===== config.mk =====
export PLATFORM = sky130hd
export DESIGN_NAME = aig_tt_sweeper
export DESIGN_NICKNAME = d
export VERILOG_FILES = /design/src/rtl/aig_tt_sweeper.sv
export SDC_FILE = /design/constraint.sdc
export NUM_CORES = 1
export LEC_CHECK = 0
export ABC_AREA = 1
export ABC_CLOCK_PERIOD_IN_PS = 3250
export BUFFER_PORTS_ARGS = -buffer_cell sky130_fd_sc_hd__buf_2
export CAP_MARGIN = 10
export CORE_MARGIN = 5
export CORE_UTILIZATION = 53
export DETAILED_ROUTE_END_ITERATION = 8
export PLACE_DENSITY = 0.71
export SYNTH_ARGS = -nofsm -noshare
export SYNTH_HDL_FRONTEND = slang
export SYNTH_SLANG_ARGS = --single-unit

===== constraint.sdc =====
create_clock -name clk -period 3.25 [get_ports clk]
set_input_delay 0 -clock clk [delete_from_list [all_inputs] [get_ports clk]]
set_output_delay 0 -clock clk [all_outputs]
set_load 0.02 [all_outputs]

===== src/rtl/aig_tt_sweeper.sv =====
// Truth-table sweeper for a 6-input AIG: walks x_o over 0..63, samples z_i, reports the table.
// Optional macro AIG_TT_SWEEPER_ONES_EN adds ones_o, the population count of the captured table.
module aig_tt_sweeper #(
  parameter int unsigned SETTLE = 0,
  parameter logic [63:0] EXP_TT = 64'h0
) (
  input  logic        clk,
  input  logic        rst_n,
  input  logic        start,
  input  logic        clr,
  output logic [5:0]  x_o,
  input  logic        z_i,
  output logic        busy,
  output logic        res_valid,
  input  logic        res_ready,
  output logic [63:0] tt_o,
  output logic        match_o
`ifdef AIG_TT_SWEEPER_ONES_EN
  ,
  output logic [6:0]  ones_o
`endif
);

  localparam logic [3:0] SETTLE_C = SETTLE[3:0];

  typedef enum logic [1:0] {IDLE, SWEEP, DONE} state_t;

  state_t      state_q;
  logic [5:0]  idx_q;
  logic [3:0]  cnt_q;
  logic [62:0] acc_q;
  logic [63:0] tt_q;
  logic        match_q;
  logic        busy_q;
  logic        valid_q;
  logic        hold_end;
  logic [63:0] full_tt;

  assign hold_end = (cnt_q == SETTLE_C);
  // Bit 63 is folded in straight from z_i so the final table is complete on the DONE edge.
  assign full_tt  = {z_i, acc_q};

`ifdef AIG_TT_SWEEPER_ONES_EN
  logic [6:0] ones_q;
  logic [6:0] ones_d;

  always_comb begin
    ones_d = 7'd0;
    for (int i = 0; i < 64; i++) begin
      ones_d = ones_d + {6'd0, full_tt[i]};
    end
  end

  assign ones_o = ones_q;
`endif

  always_ff @(posedge clk or negedge rst_n) begin
    if (!rst_n) begin
      state_q <= IDLE;
      idx_q   <= 6'd0;
      cnt_q   <= 4'd0;
      acc_q   <= '0;
      tt_q    <= '0;
      match_q <= 1'b0;
      busy_q  <= 1'b0;
      valid_q <= 1'b0;
`ifdef AIG_TT_SWEEPER_ONES_EN
      ones_q  <= 7'd0;
`endif
    end else if (clr) begin
      state_q <= IDLE;
      idx_q   <= 6'd0;
      cnt_q   <= 4'd0;
      busy_q  <= 1'b0;
      valid_q <= 1'b0;
    end else begin
      case (state_q)
        IDLE: begin
          if (start) begin
            state_q <= SWEEP;
            idx_q   <= 6'd0;
            cnt_q   <= 4'd0;
            busy_q  <= 1'b1;
          end
        end
        SWEEP: begin
          if (hold_end) begin
            cnt_q <= 4'd0;
            idx_q <= idx_q + 6'd1;
            if (idx_q == 6'd63) begin
              state_q <= DONE;
              busy_q  <= 1'b0;
              valid_q <= 1'b1;
              tt_q    <= full_tt;
              match_q <= (full_tt == EXP_TT);
`ifdef AIG_TT_SWEEPER_ONES_EN
              ones_q  <= ones_d;
`endif
            end else begin
              acc_q[idx_q] <= z_i;
            end
          end else begin
            cnt_q <= cnt_q + 4'd1;
          end
        end
        DONE: begin
          // A start arriving with the handshake is dropped; only the handshake is honoured.
          if (res_ready) begin
            state_q <= IDLE;
            valid_q <= 1'b0;
          end
        end
        default: begin
          state_q <= IDLE;
          busy_q  <= 1'b0;
          valid_q <= 1'b0;
        end
      endcase
    end
  end

  assign x_o       = idx_q;
  assign busy      = busy_q;
  assign res_valid = valid_q;
  assign tt_o      = tt_q;
  assign match_o   = match_q;

endmodule


==> results.json, run 1 <==
{
  "drt-vias-per-instance": 5.581,
  "fmaxAchievable_mhz": 404.6,
  "finalSetupTns_ns": 0,
  "antenna_found_initial": 0,
  "die_width_um": 121.6,
  "finish.utilization": 0.6417,
  "synthesis.area_per_instance_um2": 8.028,
  "postSynthRegisterBits": 142,
  "critical_path_capture_point_type": "flip-flop",
  "fill_cells": 1046,
  "worst_supply_voltage_drop_on_vdd_mv": 0.3632,
  "cts.root.buffer_cell": "sky130_fd_sc_hd__clkbuf_16",
  "slew_headroom": 0.1884,
  "layout_common_cells": "sky130_fd_sc_hd__nand2_1 (232), sky130_fd_sc_hd__dfrtp_1 (142), sky130_fd_sc_hd__nand3_1 (131)",
  "grt_setup_unrepaired": "false",
  "finalWorstPathRequiredPeriod_ns": 2.471,
  "global_route.overflow_total": 0,
  "gp_congestion": 0.8584,
  "power.total_uw": 4547,
  "finalNetCount": 893,
  "dp.final_hpwl_um": 10650,
  "final_number_of_setup_violating_endpoints": 0,
  "cellLeakagePower_uw": 0.003971,
  "grt-busiest-layer": "met2",
  "clkSlewWorstSetupHoldPaths_ns": 0.06,
  "dr.pass1.iters": 6,
  "final_standard_cell_count_with_taps_included_and_fillers_excluded": 1063,
  "mappedNetlistNets": 831,
  "gr-usage-met3": 0.04875,
  "die_area_um2": 14780,
  "finalClockSkew_ns": 0.006110,
  "grt_max_degree": 130,
  "seq_area_frac_synth": 0.5385,
  "number_of_buffers_created_by_cts": 17,
  "placedCellCount": 1028,
  "mostFrequentLayoutCell": "sky130_fd_sc_hd__nand2_1",
  "clock_sink_count": 142,
  "yosys_warnings": 0,
  "initial_core_util": 0.5448,
  "design.portCount": 79,
  "grt_util_all_layers": 0.2380,
  "num_rows": 40,
  "min_period_over_period": 0.7605,
  "worst_skew_pair.late_latency_ns": 0.42,
  "net-switching-power_uw": 1288,
  "ctsHtreeMaxLevel": 4,
  "fin_worst_hold_slack_ns": 0.006037,
  "synth.lib_cells_used.distinct": 22,
  "worst-slew-pin-transition_ns": 1.214,
  "drt-wirelength-per-cell_um": 15.90,
  "power.switching_fraction": 0.2833,
  "detailroute.via_count": 5933,
  "max_cap_viol_count": 0,
  "share_comb_of_total_power": 0.149,
  "tritoncts_clock_tree": "built",
  "worstPathArrival_ns": 2.80,
  "postCtsResizedCells": 0,
  "crit_required_ns": 3.57,
  "run_status": "complete, no violations",
  "pwr-share-clk": 0.437,
  "antennaDiodeCount": 0,
  "finalHoldViolations": 0,
  "internal_power_uw": 3259,
  "die_h_um": 121.6,
  "clock_tree.buffer_depth": 2,
  "area.growth.synth_to_final_pct": 17.79,
  "grt_first_pass_wirelength_um": 27710,
  "holdCritPathClass": "input port to asynchronous set/reset pin",
  "buffer_ports.inserted": 78,
  "worst-path-max-fanout": 53,
  "global_route_met2_usage": 0.3699,
  "critical_path_class": "flip-flop to flip-flop",
  "worst_setup_path_start_kind": "flip-flop",
  "drt.antenna.violating_nets": 0,
  "routed_wl_um": 16900,
  "post_synth_instance_area_um2": 6599,
  "slew_violations": 0,
  "drt-initial-drc-count": 536,
  "pwr-share-seq": 0.414,
  "met1_track_demand_over_resource": 0.3257,
  "syn-instance-count": 822,
  "fp.coreArea_um2": 12110,
  "number_of_global_route_vias_before_repair": 5517,
  "detail_route.drc_violations": 0,
  "share_of_final_layout_standard_cells_stronger_than_drive_strength_1": 0.1542,
  "power-per-cell-area_nw_per_um2": 585.1
}
## power by group through the flow
| stage | clock [uW] | sequential [uW] | combinational [uW] |
|---|---|---|---|
| 6_report | 1990 | 1880 | 679 |
| 4_1_cts | 2020 | 1880 | 671 |
| 5_1_grt | 2100 | 1890 | 746 |
| 3_3_place_gp | 0 | 1910 | 647 |
| 3_5_place_dp | 0 | 1910 | 662 |
| 2_1_floorplan | 0 | 1910 | 443 |
## flip-flops by register name, summed over array words and instances, names as in the netlist
| name | cells |
|---|---|
| tt_o | 64 |
| acc_q | 63 |
| x_o | 6 |
| cnt_q | 4 |
| state_q | 2 |
| busy | 1 |
| match_o | 1 |
| res_valid | 1 |
## routing by layer
layer	share of wire	vias up	wire, um
met5	0	-	0
met4	0.025	0	419
met3	0.061	42	1035
met2	0.47	236	7919
met1	0.45	2828	7529
li1	-	2827	-
## path summary, 6_finish.rpt
path / start / to / slack [ns] / depth (start not counted)
worst max-delay path: x_o[0]$_DFFE_PN0P_ / acc_q[54]$_DFFE_PN0P_ / 0.78 / 6
worst min-delay path: rst_n / tt_o[16]$_DFFE_PN0P_ / 0.006 / 2
worst max register to register: x_o[0]$_DFFE_PN0P_ / acc_q[54]$_DFFE_PN0P_ / 0.78 / 6
worst min register to register: tt_o[59]$_DFFE_PN0P_ / tt_o[59]$_DFFE_PN0P_ / 0.46 / 2
max in group asynchronous: rst_n / tt_o[44]$_DFFE_PN0P_ / 2.25 / 4
min in group clk: start / cnt_q[3]$_DFFE_PN0P_ / 0.05 / 4
## what timing repair did
| item | in CTS | in global routing |
|---|---|---|
| buffers inserted | 0 | 0 |
| hold endpoints to repair | 139 | 0 |
| hold buffers | 4 | 0 |
## per-stage QoR
| step | worst slack, ns | area, um^2 |
|---|---|---|
| 2_1_floorplan | 1.473 | 6599 |
| 6_report | 0.7785 | 7772 |
| 4_1_cts | 0.8175 | 7745 |
| 5_1_grt | 0.5970 | 7772 |
| 3_3_place_gp | 1.017 | 7106 |
| 3_5_place_dp | 0.8355 | 7106 |
## cell families (layout without fill, tap and decap cells)
family / after synthesis / count (layout) / share of synthesized area
compound gates: 136 / 136 / 0.1037
fa+ha+maj: 3 / 3 / 0.005689
buf+inv: 92 / 165 / 0.05783
flops: 142 / 142 / 0.5385
simple gates: 449 / 449 / 0.2943
## synth_stat cells (all sizes together)
library cell	number	area, um^2
nor2	68	275.3
buf	27	137.6
a31oi	1	6.260
nor3	9	85.08
inv	35	131.4
nand3b	1	7.510
ha	3	37.54
nand4	7	43.79
clkbuf	30	112.6
nand2	233	874.6
dfrtp	142	3553
a21oi	8	40.04
a21o	1	7.510
nand3	131	655.6
o21ai	126	630.6
## critical path: stages, from the launching register on
cell and delay (ns):
sky130_fd_sc_hd__dfrtp_1 0.51, sky130_fd_sc_hd__ha_1 0.27, sky130_fd_sc_hd__nand2_1 0.15, sky130_fd_sc_hd__nor2_4 0.08
sky130_fd_sc_hd__nor2_4 0.93, sky130_fd_sc_hd__nand3_1 0.19, sky130_fd_sc_hd__o21ai_0 0.24
## cell type report
class | count | area (um^2) | area share
Multi-Input combinational cell | 588 | 2674 | 0.3440
Clock buffer | 24 | 491.7 | 0.06326
Inverter | 35 | 131.4 | 0.01690
Sequential cell | 142 | 3553 | 0.4572
Timing Repair Buffer | 100 | 604.3 | 0.07775
Tap cell | 168 | 210.2 | 0.02704
Clock inverter | 6 | 107.6 | 0.01384
Note: power is estimated with default switching activity, not from simulation.
==> run 2: changes to the inputs <==
- ABC_CLOCK_PERIOD_IN_PS: 3250 -> 2200
- PLACE_DENSITY: 0.71 -> 0.74
- clock period: 3.25 -> 2.2 ns (I/O delays scaled with it)
==> results.json, run 2 (synthesis gave the netlist of run 1 again) <==
{
  "design.portCount": 79,
  "power.total_uw": 6742,
  "critical_path.cell_chain": "inv_1 -> ha_1 -> nand2_1 -> nor2_1 -> nand2_2 -> nor2_2 -> nand3_1 -> o21ai_0",
  "cellLeakagePower_uw": 0.004063,
  "placedCellCount": 1044,
  "slew_violations": 0,
  "slew_headroom": 0.5354,
  "critical_path.n_buffers_inverters": 1,
  "drt-vias-per-instance": 5.569,
  "area_of_all_placed_cells_without_fillers_um2": 7914,
  "clock_tree.buffer_depth": 2,
  "worstPathArrival_ns": 2.38,
  "max_cap_viol_count": 0,
  "antenna_found_initial": 0,
  "holdCritPathClass": "input port to flip-flop",
  "worst-slew-pin-transition_ns": 0.6961,
  "critical_path_capture_point_type": "flip-flop",
  "critical_path_class": "flip-flop to flip-flop",
  "clkSlewWorstSetupHoldPaths_ns": 0.06,
  "num_rows": 40,
  "buffer_ports.inserted": 78,
  "die_area_um2": 14780,
  "worst_path_largest_cell_delay_ns": 0.58,
  "path_depth": 8,
  "dr.pass1.iters": 5,
  "worst_skew_pair.late_latency_ns": 0.42,
  "routed_wl_um": 17180,
  "crit_required_ns": 2.53,
  "mostFrequentLayoutCell": "sky130_fd_sc_hd__nand2_1",
  "die_h_um": 121.6,
  "cpLargestDelayFamily": "simple AND/OR/NAND/NOR gates",
  "number_of_buffers_created_by_cts": 17,
  "cts.root.buffer_cell": "sky130_fd_sc_hd__clkbuf_16",
  "tritoncts_clock_tree": "built",
  "worst_setup_path_start_kind": "flip-flop",
  "initial_core_util": 0.5448,
  "finalWorstPathRequiredPeriod_ns": 2.053,
  "fmaxAchievable_mhz": 487.2,
  "global_route.overflow_total": 0,
  "final_number_of_setup_violating_endpoints": 0,
  "area.growth.synth_to_final_pct": 19.93,
  "dp.final_hpwl_um": 11110,
  "grt_max_degree": 58,
  "finalNetCount": 910,
  "worst-path-max-fanout": 13,
  "layout_common_cells": "sky130_fd_sc_hd__nand2_1 (231), sky130_fd_sc_hd__dfrtp_1 (142), sky130_fd_sc_hd__nand3_1 (131)",
  "finalHoldViolations": 0,
  "antennaDiodeCount": 0,
  "grt_first_pass_wirelength_um": 29040,
  "dpl-instance-area_um2": 7263,
  "grt_setup_unrepaired": "true",
  "drt.antenna.violating_nets": 0,
  "timing.hold.worst_path_depth": 4,
  "cp_slowest_cell": "sky130_fd_sc_hd__nor2_2",
  "run_status": "complete, no violations",
  "clock_sink_count": 142,
  "gp_congestion": 0.8555,
  "detail_route.drc_violations": 0,
  "number_of_global_route_vias_before_repair": 5936,
  "detailroute.via_count": 6026,
  "final_standard_cell_count_with_taps_included_and_fillers_excluded": 1082,
  "cts_setup_buffers": 0,
  "power-per-cell-area_nw_per_um2": 851.9,
  "share_of_final_layout_standard_cells_stronger_than_drive_strength_1": 0.1740,
  "finalClockSkew_ns": 0.007988,
  "finish.utilization": 0.6534,
  "reg2reg_depth": 8,
  "ctsHtreeMaxLevel": 4,
  "worst_supply_voltage_drop_on_vdd_mv": 0.6273,
  "fin_worst_hold_slack_ns": 0.03408,
  "grt_util_all_layers": 0.2467,
  "min_period_over_period": 0.9330,
  "die_width_um": 121.6,
  "drt-wirelength-per-cell_um": 15.88,
  "drt-initial-drc-count": 618,
  "largest_reg_flops": 64,
  "fp.coreArea_um2": 12110
}
-- run 2: cell type report --
cell class / count / area (um^2)
fillers: 1032 / 4198
flip-flops and latches: 142 / 3553
repair buffers: 115 / 734.5
clock inverters: 12 / 143.9
multi-input cells: 590 / 2694
clock buffers: 20 / 446.7
well taps: 168 / 210.2
inverters: 35 / 131.4
-- run 2: through the flow --
step	setup TNS, ns	setup WS, ns
2_1_floorplan	0	0.4233
3_3_place_gp	0	0.01566
3_5_place_dp	-3.636	-0.1446
4_1_cts	0	0.03916
5_1_grt	-0.09888	-0.02892
6_report	0	0.1473
-- run 2: worst register-to-register path: stages (launching register included) --
cell and delay (ns):
sky130_fd_sc_hd__dfrtp_1 0.41, sky130_fd_sc_hd__inv_1 0.09, sky130_fd_sc_hd__ha_1 0.16, sky130_fd_sc_hd__nand2_1 0.06
sky130_fd_sc_hd__nor2_1 0.17, sky130_fd_sc_hd__nand2_2 0.18, sky130_fd_sc_hd__nor2_2 0.58, sky130_fd_sc_hd__nand3_1 0.13
sky130_fd_sc_hd__o21ai_0 0.20
-- run 2: per-layer routing --
metal | up-vias | share of wire | wire length [um] | GRT usage
met3 | 53 | 0.069 | 1184 | 0.05710
li1 | 2867 | - | - | -
met5 | - | 0 | 0 | 0
met1 | 2894 | 0.43 | 7446 | 0.3280
met4 | 0 | 0.030 | 523 | 0.1127
met2 | 212 | 0.47 | 8024 | 0.3865
-- run 2: worst paths after layout --
check | start | endpoint | slack (ns)
setup / recovery | cnt_q[1]$_DFFE_PN0P_ | acc_q[40]$_DFFE_PN0P_ | 0.15
hold / removal | start | cnt_q[3]$_DFFE_PN0P_ | 0.03
setup reg to reg | cnt_q[1]$_DFFE_PN0P_ | acc_q[40]$_DFFE_PN0P_ | 0.15
hold reg to reg | tt_o[61]$_DFFE_PN0P_ | tt_o[61]$_DFFE_PN0P_ | 0.46
max in group asynchronous | rst_n | busy$_DFFE_PN0P_ | 1.38
min in group asynchronous | rst_n | tt_o[12]$_DFFE_PN0P_ | 0.10
-- run 2: what timing repair did --
| item | 4_1_cts | 5_1_grt |
|---|---|---|
| gates resized for setup | 2 | 1 |
| pin swaps | 1 | 2 |
| gates cloned | 1 | 1 |
| hold buffers | 4 | 0 |
| setup endpoints to repair | 53 | 45 |
| hold endpoints to repair | 65 | 0 |
-- run 2: power breakdown --
part	internal [uW]	leakage (uW)	switching, uW
logic	275	0.00183	846
clock network	1800	0.000289	1070
registers	2690	0.00195	54.2
total	4770	0.00406	1970
